$ cat config.mk
export PLATFORM = sky130hd
export DESIGN_NAME = mux_rr_arbiter
export DESIGN_NICKNAME = d
export VERILOG_FILES = /design/src/rtl/mux_rr_arbiter.sv
export SDC_FILE = /design/constraint.sdc
export NUM_CORES = 1
export LEC_CHECK = 0
export ABC_CLOCK_PERIOD_IN_PS = 1500
export CORE_UTILIZATION = 36
export CTS_CLUSTER_DIAMETER = 40
export DETAILED_ROUTE_END_ITERATION = 10
export GPL_TIMING_DRIVEN = 0
export PLACE_DENSITY = 0.78
export RECOVER_POWER = 25
export SLEW_MARGIN = 20
export SYNTH_ARGS = -nofsm -noshare
export SYNTH_HDL_FRONTEND = slang
export SYNTH_SLANG_ARGS = --single-unit
$ cat constraint.sdc
create_clock -name clk -period 1.5 [get_ports clk]
set_input_delay 0.15 -clock clk [delete_from_list [all_inputs] [get_ports clk]]
set_output_delay 0.15 -clock clk [all_outputs]
set_load 0.005 [all_outputs]
$ cat src/rtl/mux_rr_arbiter.sv
// mux_rr_arbiter: round-robin arbiter driving the select of a 4:1 data mux with a valid/ready output.
// Optional build macro ARB_FIXED_PRIO_EN switches the IDLE winner to lowest-index fixed priority.
`default_nettype none

module mux_rr_arbiter #(
    parameter int DATA_W   = 4,
    parameter int MAX_HOLD = 4
) (
    input  logic              clk,
    input  logic              rst,
    input  logic [3:0]        req_in,
    input  logic [DATA_W-1:0] a_in,
    input  logic [DATA_W-1:0] b_in,
    input  logic [DATA_W-1:0] c_in,
    input  logic [DATA_W-1:0] d_in,
    input  logic              out_ready_in,
    output logic [1:0]        sel,
    output logic [3:0]        grant_out,
    output logic              out_valid_out,
    output logic [DATA_W-1:0] out,
    output logic              busy_out
);

    typedef enum logic [0:0] {
        IDLE  = 1'b0,
        GRANT = 1'b1
    } state_t;

    localparam logic [3:0] C_HOLD_LAST = 4'(MAX_HOLD - 1);

    state_t      state_q, state_d;
    logic [1:0]  sel_q, sel_d;
    logic [3:0]  grant_q, grant_d;
    logic [3:0]  hold_q, hold_d;
    logic [1:0]  winner;
    logic        beat;
`ifndef ARB_FIXED_PRIO_EN
    logic [1:0]  last_q, last_d;
    logic [1:0]  idx;
`endif

    // Scan from highest to lowest priority so the highest-priority requester is written last.
    always_comb begin
        winner = 2'd0;
`ifdef ARB_FIXED_PRIO_EN
        for (int i = 3; i >= 0; i--) begin
            if (req_in[i]) winner = 2'(i);
        end
`else
        idx = 2'd0;
        for (int i = 3; i >= 0; i--) begin
            idx = last_q + 2'(i + 1);
            if (req_in[idx]) winner = idx;
        end
`endif
    end

    assign beat = out_valid_out & out_ready_in;

    always_comb begin
        state_d = state_q;
        sel_d   = sel_q;
        grant_d = grant_q;
        hold_d  = hold_q;
`ifndef ARB_FIXED_PRIO_EN
        last_d  = last_q;
`endif
        case (state_q)
            IDLE: begin
                if (|req_in) begin
                    state_d = GRANT;
                    sel_d   = winner;
                    grant_d = 4'b0001 << winner;
                    hold_d  = 4'd0;
`ifndef ARB_FIXED_PRIO_EN
                    last_d  = winner;
`endif
                end
            end
            GRANT: begin
                if (!req_in[sel_q]) begin
                    state_d = IDLE;
                    grant_d = 4'd0;
                end else if (beat) begin
                    hold_d = hold_q + 4'd1;
                    if (hold_q == C_HOLD_LAST) begin
                        state_d = IDLE;
                        grant_d = 4'd0;
                    end
                end
            end
            default: begin
                state_d = IDLE;
                grant_d = 4'd0;
            end
        endcase
    end

    always_ff @(posedge clk) begin
        if (rst) begin
            state_q <= IDLE;
            sel_q   <= 2'd0;
            grant_q <= 4'd0;
            hold_q  <= 4'd0;
`ifndef ARB_FIXED_PRIO_EN
            last_q  <= 2'd3;
`endif
        end else begin
            state_q <= state_d;
            sel_q   <= sel_d;
            grant_q <= grant_d;
            hold_q  <= hold_d;
`ifndef ARB_FIXED_PRIO_EN
            last_q  <= last_d;
`endif
        end
    end

    always_comb begin
        case (sel_q)
            2'd0:    out = a_in;
            2'd1:    out = b_in;
            2'd2:    out = c_in;
            default: out = d_in;
        endcase
    end

    assign sel           = sel_q;
    assign grant_out     = grant_q;
    assign busy_out      = (state_q == GRANT);
    assign out_valid_out = (state_q == GRANT) & req_in[sel_q];

endmodule

`default_nettype wire

==> results of run 1 <==
## worst min-delay path, stage by stage
cell            delay, ns
dlymetal6s2s_1       0.19
nor2_1               0.11
a31oi_1              0.07
nand2_1              0.10
nand2_1              0.05
## state kept, by name, indices dropped and copies added, names as in the netlist
signal     flops
sel            2
grant_out      4
hold_q         4
last_q         2
busy_out       1
## final timing paths
check,startpoint,endpoint,depth (start not counted)
hold / removal,req_in[3],last_q[1]$_SDFFE_PP1P_,5
setup / recovery,sel[0]$_SDFFE_PP0P_,out_valid_out,4
setup reg to reg,sel[1]$_SDFFE_PP0P_,hold_q[3]$_SDFFE_PP0P_,6
hold reg to reg,grant_out[3]$_SDFFE_PP0P_,grant_out[3]$_SDFFE_PP0P_,1
## cell usage after synthesis (2+ instances only)
cell type / instances / area share
a21oi_1: 5 / 0.033
a22o_1: 5 / 0.058
clkbuf_1: 3 / 0.015
dfxtp_1: 13 / 0.34
inv_1: 3 / 0.015
mux4_1: 4 / 0.14
nand2_1: 6 / 0.030
nand2b_1: 2 / 0.016
nand3_1: 3 / 0.020
nand4_1: 2 / 0.016
nor2_1: 7 / 0.035
nor2b_1: 2 / 0.016
nor3_1: 3 / 0.020
o21ai_0: 2 / 0.013
o22ai_1: 2 / 0.016
or2_2: 2 / 0.016
## per-layer routing
| metal | global-route usage | vias up | routed length [um] |
|---|---|---|---|
| met5 | 0 | - | 0 |
| met4 | 0.0333 | 0 | 0 |
| met3 | 0.0566 | 0 | 62 |
| met2 | 0.311 | 14 | 1010 |
| met1 | 0.263 | 392 | 941 |
| li1 | - | 385 | - |
## through the flow
| step | instances | hold WS (ns) |
|---|---|---|
| after floorplan | 80 | 0.320 |
| after global placement | 141 | 0.466 |
| after detailed placement | 141 | 0.472 |
| after CTS | 150 | 0.488 |
| after global routing | 148 | 0.476 |
| final | 148 | 0.434 |
## timing repair
| item | CTS | global route |
|---|---|---|
| cloned | 0 | 0 |
| endpoints found under the hold margin | 0 | 0 |
| resized for setup | 25 | 8 |
| setup endpoints to repair | 16 | 17 |
| pin swaps | 2 | 2 |
| setup buffers | 6 | 0 |
## report_power, final
group	internal [mW]	total, mW	switching (mW)
clock network	0.103	0.221	0.118
logic	0.241	0.408	0.167
registers	0.383	0.415	0.0322
## area by class of cell
class	count	share of cell area
plain buffers	2	0.00932
clock buffers	4	0.0217
inverters	3	0.00932
multi-input cells	59	0.395
flip-flops and latches	13	0.223
well taps	27	0.0280
repair buffers	40	0.314
## logic make-up (layout without fill, tap and decap cells)
group | after synthesis | after routing
xor+xnor | 1 | 1
fa+ha+maj | 1 | 1
buf+inv | 8 | 49
compound gates | 20 | 20
simple gates | 31 | 31
mux | 6 | 6
flops | 13 | 13
==> flow_metrics.py, run 1 <==
metrics = {
    "drt": {
        "drt_iter0_markers": 16,
        "wire_per_inst_um": 13.6,
        "drc": 0,
        "ant_nets": 0,
        "vias": 791,
        "drt_pass1_iterations": 4,
        "vias_per_cell": 5.34,
        "routed_wl_mm": 2.01,
    },
    "timing": {
        "post-route-period-util": 1.05,
        "finalSetupViolations": 10,
        "finalCriticalPeriod_ns": 1.58,
        "fmax_mhz": 634,
        "finClkSkew_ns": 0.00298,
        "rsz0062_at_grt": "yes",
        "finalHoldViolations": 0,
        "finalSetupTns_ns": -0.425,
        "setup_slack_ns": -0.0766,
        "final_max_slew_viol_count": 0,
        "worst_pin_slew_ns": 0.477,
        "relSlewSlack": 0.682,
    },
    "synthesis": {
        "muxShareOfSynthArea": 0.181,
        "synth_cell_types": 32,
        "synth_nets": 104,
        "yosys_register_bits": 13,
        "async_flop_share": 0,
        "ys.flop_type": "dfxtp_1",
        "synth_adder_area_share": 0.0165,
        "synth_top_family_by_area": "simple AND/OR/NAND/NOR gates",
        "synth_area_sq_um": 759,
        "syn_inst": 80,
        "synth_seq_area_share": 0.343,
        "synthSimpleGateAreaFrac": 0.209,
        "yosys.area_share.xor_xnor": 0.0115,
        "syn_avg_cell_area_sq_um": 9.49,
        "synth_compound_area_frac": 0.185,
        "yosys_warnings": 0,
        "synth_edf_count": 0,
    },
    "pwr": {
        "leakagePower_nw": 0.494,
        "power_density_nw_per_um2": 863,
        "totalPowerFinal_mw": 1.04,
        "peakVddDrop_mv": 0.615,
    },
    "final_layout": {
        "syn2layout_area_growth_pct": 59.1,
        "fillCellCount": 169,
        "nets": 146,
        "final_common_cell": "clkdlybuf4s50_1",
        "design_area_sq_um": 1210,
        "antenna-diode-count": 0,
        "drive_gt1_frac": 0.240,
        "multi_input_area_sq_um": 478,
        "final-seq-area_sq_um": 269,
        "final_core_util": 0.610,
        "layout_common_cells": "clkdlybuf4s50_1 (23), dfxtp_1 (10), buf_4 (7), nor2_1 (7)",
    },
    "run": {
        "drv_cap": 0,
    },
    "place": {
        "dpl_cell_area_sq_um": 1140,
        "place.gp.congestion": 0.782,
        "dp_slack_ns": -0.470,
        "place_hpwl_mm": 1.46,
        "port_buffers": 34,
    },
    "global_routing": {
        "grt_pass1_wl_mm": 3.06,
        "grt_pass1_vias": 684,
        "antenna_found_initial": 0,
        "grtUsageTotal": 0.194,
        "overflow": 0,
        "grt_max_degree": 11,
    },
    "clocking": {
        "cts_made_buffers": 3,
        "worstSkewPairLatency_ns": 0.28,
        "cts_tree": "done",
        "cts_max_path_buffers": 2,
        "clock_sinks": 13,
        "clk_pin_slew_ns": 0.08,
        "hold_buffers": 0,
        "htree_levels": 1,
        "cts-root-buf": "clkbuf_4",
    },
    "floorplanning": {
        "design.die.area_sq_um": 2300,
        "io_pins": 35,
        "die_y_um": 47.9,
        "die_x_um": 47.9,
        "core_area_sq_um": 1980,
        "initial_core_util": 0.383,
        "row_count": 16,
    },
    "outcome": {
        "status": "finished, violations left",
        "violations": "negative setup slack",
    },
    "critical_path": {
        "cp_num_buf_inv": 2,
        "r2r_slack_ns": -0.05,
        "cp.arrival_ns": 1.43,
        "slowest_delay_ns": 0.53,
        "worstSetupEndpointType": "output port",
        "cp-start-kind": "flop",
        "crit_slowest_cell": "mux4_2",
        "crit_chain": "mux4_2 > nand2_2 > inv_2 > buf_6",
        "critPathTopFamily": "multiplexers",
        "cp.required_ns": 1.35,
        "worst-setup-path-type": "flop to output port",
        "worst-path-max-fanout": 6,
    },
    "worst_hold_path": {
        "hold_class": "input port to flop",
    },
}
(Power assumes the default switching activity.)
==> inputs of run 2 (changes only) <==
- CAP_MARGIN: unset -> 20
- PLACE_DENSITY: 0.78 -> 0.75
==> run 2 against run 1 <==
The flow still finishes with violations (negative setup slack). Clock skew down 0.0015 ns. Sequential share of layout area shrank 0.34 points. Clock power shrank 3%. Critical path type is now input port to flop. Largest cell class unchanged. Largest power group is now combinational logic. Highest routed layer is now met4.
==> flow_metrics.py, run 2 (synthesized netlist as in run 1, its figures left out) <==
metrics = {
    "floorplanning": {
        "core_area_sq_um": 1980,
        "die_x_um": 47.9,
        "die_y_um": 47.9,
        "design.die.area_sq_um": 2300,
        "row_count": 16,
        "io_pins": 35,
        "initial_core_util": 0.383,
    },
    "timing": {
        "post-route-period-util": 1.10,
        "finalSetupViolations": 11,
        "relSlewSlack": 0.675,
        "worst_pin_slew_ns": 0.487,
        "finalHoldViolations": 0,
        "finalCriticalPeriod_ns": 1.65,
        "fmax_mhz": 608,
        "finClkSkew_ns": 0.00150,
        "final_max_slew_viol_count": 0,
        "rsz0062_at_grt": "yes",
        "setup_slack_ns": -0.145,
        "hold_ws_ns": 0.427,
    },
    "drt": {
        "wire_per_inst_um": 14.3,
        "vias": 781,
        "drt_pass1_iterations": 4,
        "drc": 0,
        "drt_iter0_markers": 21,
        "ant_nets": 0,
        "routed_wl_mm": 2.14,
        "vias_per_cell": 5.21,
    },
    "pwr": {
        "combPwrFrac": 0.403,
        "clkPwrFrac": 0.203,
        "swShare": 0.301,
        "p_seq_frac": 0.395,
        "peakVddDrop_mv": 0.680,
        "leakagePower_nw": 0.501,
        "switchingPower_uw": 318,
        "internal-power_uw": 739,
        "power_density_nw_per_um2": 861,
        "totalPowerFinal_mw": 1.06,
    },
    "outcome": {
        "status": "finished, violations left",
        "violations": "negative setup slack",
    },
    "final_layout": {
        "drive_gt1_frac": 0.293,
        "layout_common_cells": "clkdlybuf4s50_1 (23), dfxtp_1 (10), buf_4 (7), nor2_1 (7)",
        "syn2layout_area_growth_pct": 61.6,
        "multi_input_area_sq_um": 479,
        "final_common_cell": "clkdlybuf4s50_1",
        "nets": 148,
        "antenna-diode-count": 0,
        "final-seq-area_sq_um": 269,
        "fillCellCount": 159,
    },
    "clocking": {
        "worstSkewPairLatency_ns": 0.27,
        "cts_tree": "done",
        "clk_pin_slew_ns": 0.08,
        "clock_sinks": 13,
        "htree_levels": 1,
        "cts-root-buf": "clkbuf_4",
        "hold_buffers": 0,
        "cts_made_buffers": 3,
        "cts_max_path_buffers": 2,
    },
    "critical_path": {
        "startpoint": "req_in[0]",
        "cp.required_ns": 1.70,
        "timing.rr.start": "sel[0]$_SDFFE_PP0P_",
        "worst-setup-path-type": "input port to flop",
        "cp.arrival_ns": 1.84,
        "worstSetupEndpointType": "flop",
        "cp-start-kind": "input port",
        "worst-path-max-fanout": 5,
    },
    "global_routing": {
        "antenna_found_initial": 0,
        "grt_pass1_wl_mm": 3.17,
        "grtUsageTotal": 0.203,
        "grt_pass1_vias": 708,
        "grt_max_degree": 11,
        "overflow": 0,
    },
    "run": {
        "drv_cap": 0,
    },
    "worst_hold_path": {
        "hp-start": "req_in[2]",
        "hold_class": "input port to flop",
    },
    "place": {
        "port_buffers": 34,
        "place.gp.congestion": 0.790,
        "place_hpwl_mm": 1.44,
    },
}
[run 2: cell types whose count changed in the layout (fill, tap and decap cells not counted), sizes merged]
cell / previous run / this run
buf: 11 / 14
clkdlybuf4s15: 1 / 0
[run 2: power groups by stage]
stage                     combinational (mW)  clock (mW)  sequential [mW]
after floorplan                        0.202           0            0.412
after global placement                 0.388           0            0.412
after detailed placement               0.396           0            0.412
after CTS                              0.423       0.223            0.408
after global routing                   0.461       0.243            0.423
final                                  0.425       0.214            0.417
[run 2: cell type report]
type / count / share of cell area
multi-input combinational: 59 / 0.390
timing repair buffer: 42 / 0.323
sequential: 13 / 0.219
tap: 27 / 0.0275
clock buffer: 4 / 0.0214
buffer: 2 / 0.00917
inverter: 3 / 0.00917
[run 2: what timing repair did]
action	in CTS	in global routing
setup buffers	7	1
setup endpoints to repair	17	17
pin swaps	3	6
resized for setup	28	13
[run 2: per-layer routing]
| layer | vias up | global-route usage | share of wire |
|---|---|---|---|
| met4 | 0 | 0.0333 | 0.0079 |
| met2 | 14 | 0.338 | 0.53 |
| li1 | 385 | - | - |
| met5 | - | 0 | 0 |
| met3 | 2 | 0.0679 | 0.029 |
| met1 | 380 | 0.259 | 0.44 |
[run 2: through the flow]
| step | cell area (sq um) | setup slack (ns) | instances | utilization | setup TNS (ns) |
|---|---|---|---|---|---|
| after CTS | 1200 | -0.147 | 151 | 0.605 | -1.23 |
| after floorplan | 767 | 0.0123 | 80 | - | 0 |
| after global routing | 1230 | -0.179 | 150 | 0.619 | -1.30 |
| final | 1230 | -0.145 | 150 | 0.619 | -0.699 |
| after detailed placement | 1140 | -0.450 | 141 | 0.576 | -4.45 |
| after global placement | 1140 | -0.441 | 141 | 0.576 | -4.25 |
[run 2: path summary, 6_finish.rpt]
kind,to,cells past startpoint,slack [ns]
max,hold_q[3]$_SDFFE_PP0P_,6,-0.15
min,last_q[1]$_SDFFE_PP1P_,5,0.43
max reg2reg,hold_q[3]$_SDFFE_PP0P_,5,-0.13
min reg2reg,grant_out[3]$_SDFFE_PP0P_,1,0.49
[run 2: critical path, stage by stage]
cell and delay (ns):
clkdlybuf4s50_1 0.58, mux4_2 0.31, buf_6 0.12, nand3_4 0.08, or3_4 0.39, a211oi_2 0.21
